==> src/rtl/color_fill_pkg.sv <==
// Shared types and screen geometry for the wireframe-to-framebuffer colour fill.
package color_fill_pkg;

  localparam int DEF_SCREEN_W = 320;
  localparam int DEF_SCREEN_H = 240;

  localparam int X_W = $clog2(DEF_SCREEN_W);
  localparam int Y_W = $clog2(DEF_SCREEN_H);

  localparam int WIREFRAME_ADDR_SIZE = $clog2(DEF_SCREEN_W * DEF_SCREEN_H);
  localparam int FB_ADDR_SIZE        = WIREFRAME_ADDR_SIZE;

  localparam int COLOR_W = 16;
  typedef logic [COLOR_W-1:0] Color;

  // x fields are wide enough to carry an out-of-range value (e.g. 320) so it can be rejected
  typedef struct packed {
    logic [X_W-1:0] x_min;
    logic [X_W-1:0] x_max;
    logic [Y_W-1:0] y_min;
    logic [Y_W-1:0] y_max;
  } BBox;

  typedef enum logic [2:0] {
    ST_IDLE,
    ST_SCAN,
    ST_SCAN_DRAIN,
    ST_FILL,
    ST_NEXT_ROW,
    ST_DONE
  } fill_state_t;

endpackage

==> src/rtl/color_fill_if.sv <==
// Command, wireframe SRAM and frame buffer signals of the colour fill block.
// master = requester/memory side, slave = color_fill.
interface color_fill_if;
  import color_fill_pkg::*;

  logic                           start;
  BBox                            i_bbox;
  Color                           i_color;
  logic [WIREFRAME_ADDR_SIZE-1:0] wf_addr;
  logic                           wf_rdata;
  logic                           wf_we;
  logic                           wf_wdata;
  logic [FB_ADDR_SIZE-1:0]        fb_addr;
  Color                           fb_data;
  logic                           fb_wr;
  logic                           fb_ready;
  logic                           busy;
  logic                           done;

  modport master (
    output start, i_bbox, i_color, wf_rdata, fb_ready,
    input  wf_addr, wf_we, wf_wdata, fb_addr, fb_data, fb_wr, busy, done
  );

  modport slave (
    input  start, i_bbox, i_color, wf_rdata, fb_ready,
    output wf_addr, wf_we, wf_wdata, fb_addr, fb_data, fb_wr, busy, done
  );

endinterface

==> src/rtl/color_fill_span_finder.sv <==
// Tracks the leftmost/rightmost set wireframe pixel of the row being scanned.
// Read data arrives one cycle after its address, so the issuing x and valid are
// delayed by one stage to line up with the data. hit/left also include the sample
// arriving this cycle so the controller can decide on the row without an extra cycle.
module color_fill_span_finder
  import color_fill_pkg::*;
(
  input  logic           clk,
  input  logic           n_rst,
  input  logic           clr,
  input  logic           vld,
  input  logic [X_W-1:0] x,
  input  logic           data,
  output logic [X_W-1:0] left,
  output logic [X_W-1:0] right,
  output logic           hit
);

  logic [X_W-1:0] x_p1;
  logic           vld_p1;
  logic [X_W-1:0] left_q;
  logic [X_W-1:0] right_q;
  logic           hit_q;
  logic           sample_hit;

  assign sample_hit = vld_p1 & data;

  // Align x with returning read data and record first/last set pixel of the row
  always_ff @(posedge clk) begin
    if (!n_rst) begin
      x_p1    <= '0;
      vld_p1  <= 1'b0;
      left_q  <= '0;
      right_q <= '0;
      hit_q   <= 1'b0;
    end else begin
      x_p1   <= x;
      vld_p1 <= vld;
      if (clr) begin
        left_q  <= '0;
        right_q <= '0;
        hit_q   <= 1'b0;
      end else if (sample_hit) begin
        if (!hit_q) left_q <= x_p1;
        right_q <= x_p1;
        hit_q   <= 1'b1;
      end
    end
  end

  assign hit   = hit_q | sample_hit;
  assign left  = hit_q ? left_q : x_p1;
  assign right = right_q;

endmodule

==> src/rtl/color_fill.sv <==
// Scans the wireframe inside the bounding box row by row and writes the fill
// colour between the outermost edge pixels of each row.
// Optional feature macro CLEAR_WF_EN: every accepted frame buffer write also
// clears the same wireframe pixel, leaving a clean wireframe for the next triangle.
module color_fill
  import color_fill_pkg::*;
#(
  parameter int SCREEN_W = DEF_SCREEN_W,
  parameter int SCREEN_H = DEF_SCREEN_H
) (
  input  logic        clk,
  input  logic        n_rst,
  color_fill_if.slave bus
);

  typedef logic [WIREFRAME_ADDR_SIZE-1:0] addr_t;

  fill_state_t    state;
  logic [X_W-1:0] x_min_q;
  logic [X_W-1:0] x_max_q;
  logic [Y_W-1:0] y_max_q;
  Color           color_q;
  logic [X_W-1:0] x;
  logic [Y_W-1:0] y;
  addr_t          wf_addr_q;
  logic [FB_ADDR_SIZE-1:0] fb_addr_q;
  Color           fb_data_q;
  logic           fb_wr_q;
  logic           busy_q;
  logic           done_q;

  logic           fb_accept;
  logic           bbox_bad;
  logic [X_W-1:0] span_left;
  logic [X_W-1:0] span_right;
  logic           span_hit;

  function automatic addr_t pix_addr(input logic [Y_W-1:0] py, input logic [X_W-1:0] px);
    return addr_t'(py) * addr_t'(SCREEN_W) + addr_t'(px);
  endfunction

  assign fb_accept = fb_wr_q & bus.fb_ready;

  assign bbox_bad = (bus.i_bbox.x_min > bus.i_bbox.x_max) ||
                    (bus.i_bbox.y_min > bus.i_bbox.y_max) ||
                    (int'(bus.i_bbox.x_max) >= SCREEN_W)  ||
                    (int'(bus.i_bbox.y_max) >= SCREEN_H);

  color_fill_span_finder u_span (
    .clk   (clk),
    .n_rst (n_rst),
    .clr   ((state == ST_IDLE) || (state == ST_NEXT_ROW)),
    .vld   (state == ST_SCAN),
    .x     (x),
    .data  (bus.wf_rdata),
    .left  (span_left),
    .right (span_right),
    .hit   (span_hit)
  );

  // Control FSM with registered address, write and status outputs
  always_ff @(posedge clk) begin
    if (!n_rst) begin
      state     <= ST_IDLE;
      x_min_q   <= '0;
      x_max_q   <= '0;
      y_max_q   <= '0;
      color_q   <= '0;
      x         <= '0;
      y         <= '0;
      wf_addr_q <= '0;
      fb_addr_q <= '0;
      fb_data_q <= '0;
      fb_wr_q   <= 1'b0;
      busy_q    <= 1'b0;
      done_q    <= 1'b0;
    end else begin
      done_q <= 1'b0;
      case (state)
        ST_IDLE: begin
          if (bus.start) begin
            x_min_q <= bus.i_bbox.x_min;
            x_max_q <= bus.i_bbox.x_max;
            y_max_q <= bus.i_bbox.y_max;
            color_q <= bus.i_color;
            y       <= bus.i_bbox.y_min;
            busy_q  <= 1'b1;
            if (bbox_bad) begin
              state  <= ST_DONE;
              done_q <= 1'b1;
            end else begin
              x         <= bus.i_bbox.x_min;
              wf_addr_q <= pix_addr(bus.i_bbox.y_min, bus.i_bbox.x_min);
              state     <= ST_SCAN;
            end
          end
        end
        ST_SCAN: begin
          if (x == x_max_q) begin
            state <= ST_SCAN_DRAIN;
          end else begin
            x         <= x + 1'b1;
            wf_addr_q <= wf_addr_q + 1'b1;
          end
        end
        ST_SCAN_DRAIN: begin
          if (span_hit) begin
            x         <= span_left;
            fb_addr_q <= pix_addr(y, span_left);
            wf_addr_q <= pix_addr(y, span_left);
            fb_data_q <= color_q;
            fb_wr_q   <= 1'b1;
            state     <= ST_FILL;
          end else begin
            state <= ST_NEXT_ROW;
          end
        end
        ST_FILL: begin
          if (fb_accept) begin
            if (x == span_right) begin
              fb_wr_q <= 1'b0;
              state   <= ST_NEXT_ROW;
            end else begin
              x         <= x + 1'b1;
              fb_addr_q <= fb_addr_q + 1'b1;
              wf_addr_q <= wf_addr_q + 1'b1;
            end
          end
        end
        ST_NEXT_ROW: begin
          if (y == y_max_q) begin
            state  <= ST_DONE;
            done_q <= 1'b1;
          end else begin
            y         <= y + 1'b1;
            x         <= x_min_q;
            wf_addr_q <= pix_addr(y + 1'b1, x_min_q);
            state     <= ST_SCAN;
          end
        end
        ST_DONE: begin
          busy_q <= 1'b0;
          state  <= ST_IDLE;
        end
        default: state <= ST_IDLE;
      endcase
    end
  end

  assign bus.wf_addr  = wf_addr_q;
  assign bus.wf_wdata = 1'b0;
  assign bus.fb_addr  = fb_addr_q;
  assign bus.fb_data  = fb_data_q;
  assign bus.fb_wr    = fb_wr_q;
  assign bus.busy     = busy_q;
  assign bus.done     = done_q;

`ifdef CLEAR_WF_EN
  assign bus.wf_we = fb_accept;
`else
  assign bus.wf_we = 1'b0;
`endif

endmodule

==> src/flat_wrapper.sv <==
// flat-port wrapper written by rule: the top's interface ports become plain ports
module color_fill_flat import color_fill_pkg::*;
#(
  parameter int SCREEN_W = DEF_SCREEN_W,
  parameter int SCREEN_H = DEF_SCREEN_H
)
  (clk, n_rst, bus_start, bus_i_bbox, bus_i_color, bus_wf_rdata, bus_fb_ready, bus_wf_addr, bus_wf_we, bus_wf_wdata, bus_fb_addr, bus_fb_data, bus_fb_wr, bus_busy, bus_done);
  color_fill_if bus_i ();
  input  logic clk;
  input  logic n_rst;
  input wire logic [$bits(bus_i.start)-1:0] bus_start;
  input wire logic [$bits(bus_i.i_bbox)-1:0] bus_i_bbox;
  input wire logic [$bits(bus_i.i_color)-1:0] bus_i_color;
  input wire logic [$bits(bus_i.wf_rdata)-1:0] bus_wf_rdata;
  input wire logic [$bits(bus_i.fb_ready)-1:0] bus_fb_ready;
  output wire logic [$bits(bus_i.wf_addr)-1:0] bus_wf_addr;
  output wire logic [$bits(bus_i.wf_we)-1:0] bus_wf_we;
  output wire logic [$bits(bus_i.wf_wdata)-1:0] bus_wf_wdata;
  output wire logic [$bits(bus_i.fb_addr)-1:0] bus_fb_addr;
  output wire logic [$bits(bus_i.fb_data)-1:0] bus_fb_data;
  output wire logic [$bits(bus_i.fb_wr)-1:0] bus_fb_wr;
  output wire logic [$bits(bus_i.busy)-1:0] bus_busy;
  output wire logic [$bits(bus_i.done)-1:0] bus_done;
  assign bus_i.start = bus_start;
  assign bus_i.i_bbox = bus_i_bbox;
  assign bus_i.i_color = bus_i_color;
  assign bus_i.wf_rdata = bus_wf_rdata;
  assign bus_i.fb_ready = bus_fb_ready;
  assign bus_wf_addr = bus_i.wf_addr;
  assign bus_wf_we = bus_i.wf_we;
  assign bus_wf_wdata = bus_i.wf_wdata;
  assign bus_fb_addr = bus_i.fb_addr;
  assign bus_fb_data = bus_i.fb_data;
  assign bus_fb_wr = bus_i.fb_wr;
  assign bus_busy = bus_i.busy;
  assign bus_done = bus_i.done;
  color_fill #(.SCREEN_W(SCREEN_W), .SCREEN_H(SCREEN_H)) u_core (.clk(clk), .n_rst(n_rst), .bus(bus_i));
endmodule
==> config.mk <==
export PLATFORM = sky130hd
export DESIGN_NAME = color_fill_flat
export DESIGN_NICKNAME = d
export VERILOG_FILES = /design/src/rtl/color_fill_pkg.sv /design/src/rtl/color_fill_if.sv /design/src/rtl/color_fill_span_finder.sv /design/src/rtl/color_fill.sv /design/src/flat_wrapper.sv
export SDC_FILE = /design/constraint.sdc
export NUM_CORES = 1
export LEC_CHECK = 0
export BUFFER_PORTS_ARGS = -buffer_cell sky130_fd_sc_hd__buf_2
export CAP_MARGIN = 25
export CORE_ASPECT_RATIO = 1.4
export CORE_MARGIN = 2
export CORE_UTILIZATION = 60
export DETAILED_ROUTE_END_ITERATION = 6
export GPL_ROUTABILITY_DRIVEN = 1
export PLACE_DENSITY_LB_ADDON = 0.05
export SLEW_MARGIN = 25
export SYNTH_ARGS = -nofsm -noshare
export SYNTH_HDL_FRONTEND = slang
export SYNTH_SLANG_ARGS = --single-unit
==> constraint.sdc <==
create_clock -name clk -period 4.1 [get_ports clk]
set_clock_uncertainty 0.1 [all_clocks]
set_input_delay 0.615 -clock clk [delete_from_list [all_inputs] [get_ports clk]]
set_output_delay 0.615 -clock clk [all_outputs]
set_load 0.01 [all_outputs]
==> results_dict.tcl <==
set metrics [dict create \
    status "complete, no violations" \
    max_cap_violations 0 \
    grt_pass1_vias 8646 \
    slowest_stage "dfxtp_1" \
    rrSetupSlack_ns 0.26 \
    finalCritPeriodShare_pct 93.6 \
    wl_per_cell_um 17.8 \
    p_leak_nw 4.50 \
    seq_area_frac_synth_pct 30.4 \
    drt-initial-drc-count 712 \
    drc 0 \
    antenna_found_initial 0 \
    floorplan.initialDensity_pct 61.1 \
    synth_fa_ha_area_share_pct 9.31 \
    grtUsageMet1_pct 41.1 \
    synth_area_um2 9490 \
    drive_gt1_share_pct 14.2 \
    max_stage_delay_ns 0.58 \
    synth_edf_count 0 \
    place_ws_ns 0.306 \
    final_util_pct 69.2 \
    slew_viol_final 0 \
    cts_root_buf "clkbuf_16" \
    min-delay-start "bus_i_color[6]" \
    synth_top_family_by_area "compound AO/OA/AOI/OAI gates" \
    die_height_um 153 \
    syn_inst 1248 \
    critPathCaptureType "flop" \
    finalWeightedCongestion 0.974 \
    path_buf_inv 0 \
    met2_usage_pct 56.9 \
    reg2reg_to "u_core.bus.wf_addr[14]" \
    die_w_um 110 \
    ant_nets 0 \
    path_clk_slew_ns 0.07 \
    filler_cell_count 1371 \
    finalHoldViolCount 0 \
    portBuffers 107 \
    grt_max_degree 57 \
    cts_setup_buffers 0 \
    async_flop_share_pct 0 \
    grtUsageTotal_pct 33.0 \
    postLayoutSetupSlackWorst_ns 0.263 \
    area_growth_pct 13.3 \
    p_per_area_nw_per_um2 661 \
    clock_latency_ns 0.43 \
    cp_cell_sequence "and3_1 -> xnor2_1 -> xnor2_1 -> ha_1 -> fa_1 -> a211oi_1 -> nor2_1 -> xor2_1 -> nor4b_1 -> xor2_1 -> a221oi_1 -> a211oi_2" \
    rsz0062_at_grt "no" \
    cp_data_arrival_time_ns 4.02 \
    period_needed_ns 3.84 \
    r2r-start "u_core.y[2]" \
    hold_path_end "u_core.color_q[6]" \
    seqPwrFrac_pct 28.6 \
    min_path_cells 3 \
    synthSimpleGateAreaFrac_pct 22.3 \
    tns_ns 0 \
    syn_area_per_cell_um2 7.61 \
    ir_drop_v 0.000369 \
    cp_max_fo 12 \
    yosys-mux-area-fraction_pct 2.15 \
    htreeDepth 4 \
    ys.flop_type "dfxtp_1" \
    yosysUniqueCellTypes 71 \
    start_kind "flop" \
    holdBufCountCts 0 \
    hp-class "in2reg" \
    cts_tree "done" \
    tightest_slew_ns 1.06 \
    combPwrFrac_pct 49.9 \
    fp-row-count 54 \
    ys_ff_latch 144 \
    cts_resized 0 \
    rr_worst_depth 12 \
    viasPerCell 6.14 \
    synth-xor-area-share_pct 6.74 \
    dpl.hpwl_mm 20.3 \
    layout_common_cells "nand2_1, dfxtp_1, a21oi_1" \
    final_common_cell "nand2_1" \
    crit_required_ns 4.29 \
    cts-buffers-inserted 17 \
    swShare_pct 45.5 \
    slew_headroom_pct 28.7 \
    grt_pass1_wl_mm 43.8 \
    antennaDiodeCount 0 \
    fp.coreArea_um2 15500 \
    fmax_mhz 261 \
    met3_usage_pct 5.76 \
    first_pass_iters 6 \
    routed_wl_mm 27.3 \
    pwr-share-clk_pct 21.5 \
    cp_top_family "simple AND/OR/NAND/NOR gates" \
    clk_path_buf_depth 2 \
    vias 9412 \
    final_nets 1445 \
    die_area_um2 16900 \
    p_switching_mw 3.23 \
    holdWs_ns 0.317 \
    setup_viol 0 \
    top_level_ports 110 \
    ys_warn_count 0 \
    path_class "reg2reg" \
    overflow 0 \
    p_int_mw 3.87 \
    grt_busiest_layer "met2" \
    synth_compound_area_share_pct 24.0 \
    numClockSinks 144 \
]
==> how the worst max path moves through the flow <==
stage	from	to	cells after the start
2_1_floorplan	u_core.y[2]	u_core.bus.wf_addr[14]	14
3_3_place_gp	bus_i_bbox[9]	u_core.bus.wf_addr[14]	12
3_5_place_dp	bus_i_bbox[9]	u_core.bus.wf_addr[14]	12
4_1_cts	u_core.y[2]	u_core.bus.wf_addr[14]	12
5_1_grt	u_core.y[2]	u_core.bus.wf_addr[14]	12
6_report	u_core.y[2]	u_core.bus.wf_addr[14]	12
==> final cells by class <==
class	count	area, um2	area share, %
sequential	144	2880	26.8
timing repair buffer	133	743	6.91
clock buffer	17	425	3.95
multi-input combinational	981	6140	57.0
clock inverter	15	150	1.40
tap	196	245	2.28
inverter	46	174	1.62
==> worst reg2reg max path, delay by kind of cell, from the launching register on <==
kind	cells	cell delay, ns
simple gates	3	0.91
compound gates	3	0.76
xor+xnor	4	0.69
fa+ha+maj	2	0.65
flops	1	0.58
==> cells by family after synthesis <==
group / count (synthesis)
AND/OR/NAND/NOR: 460
XOR/XNOR: 73
adder cells (fa/ha/maj): 67
AO/OA/AOI/OAI: 359
buffers and inverters: 124
flip-flops: 144
multiplexers: 20
other: 1
==> synth_stat cells (7+ instances only) <==
library cell  instances  share of area (%)
nand3b_1              9               0.71
nand2b_1              8               0.53
a31oi_1              10               0.66
o22ai_1              12               0.79
xnor2_1              36                3.3
a21o_1                8               0.63
nor2_1               82                3.2
a21oi_1             128                6.7
dfxtp_1             144                 30
a221oi_1              9               0.83
and3_1               13               0.86
xor2_1               37                3.4
nand4_1              17                1.1
buf_2                 9               0.47
nor3b_1               7               0.55
and2_1               11               0.72
o31ai_1              11               0.87
inv_1                45                1.8
a22oi_1              17                1.3
ha_1                 61                8.0
mux2i_1              17                1.8
o211ai_1             23                1.8
nand2_1             212                8.4
a211oi_1             20                1.6
clkbuf_1             63                2.5
nor4_1                9               0.59
nor3_1               25                1.3
nand3_1              34                1.8
nor2b_1              10               0.66
o21ai_0              66                3.5
==> routing by layer <==
layer	vias up	routed length (um)	share of wire, %
li1	4620	-	-
met4	0	758	2.8
met2	360	13400	49
met1	4376	11300	41
met3	56	1830	6.7
met5	-	0	0
==> flip-flops by register name, summed over array words and instances, names as in the netlist, 3 cells and up <==
name                  count
u_core.bus.fb_addr       17
u_core.bus.fb_data       16
u_core.bus.wf_addr       17
u_core.color_q           16
u_core.state              3
u_core.u_span.left_q      9
u_core.u_span.right       9
u_core.u_span.x_p1        9
u_core.x                  9
u_core.x_max_q            9
u_core.x_min_q            9
u_core.y                  8
u_core.y_max_q            8
==> power by group through the flow <==
stage          sequential [mW]  combinational [mW]  clock [mW]
4_1_cts                   2.02                3.49        1.55
5_1_grt                   2.07                3.88        1.60
6_report                  2.03                3.55        1.53
3_3_place_gp              2.04                3.44           0
3_5_place_dp              2.05                3.47           0
2_1_floorplan             1.95                2.53           0
==> through the flow <==
| step | instance area (um2) | instances | total power, mW |
|---|---|---|---|
| 2_1_floorplan | 9500 | 1249 | 4.47 |
| 5_1_grt | 10800 | 1532 | 7.55 |
| 4_1_cts | 10800 | 1532 | 7.05 |
| 3_3_place_gp | 10200 | 1500 | 5.48 |
| 6_report | 10800 | 1532 | 7.11 |
| 3_5_place_dp | 10200 | 1500 | 5.52 |
(Power assumes the default switching activity.)
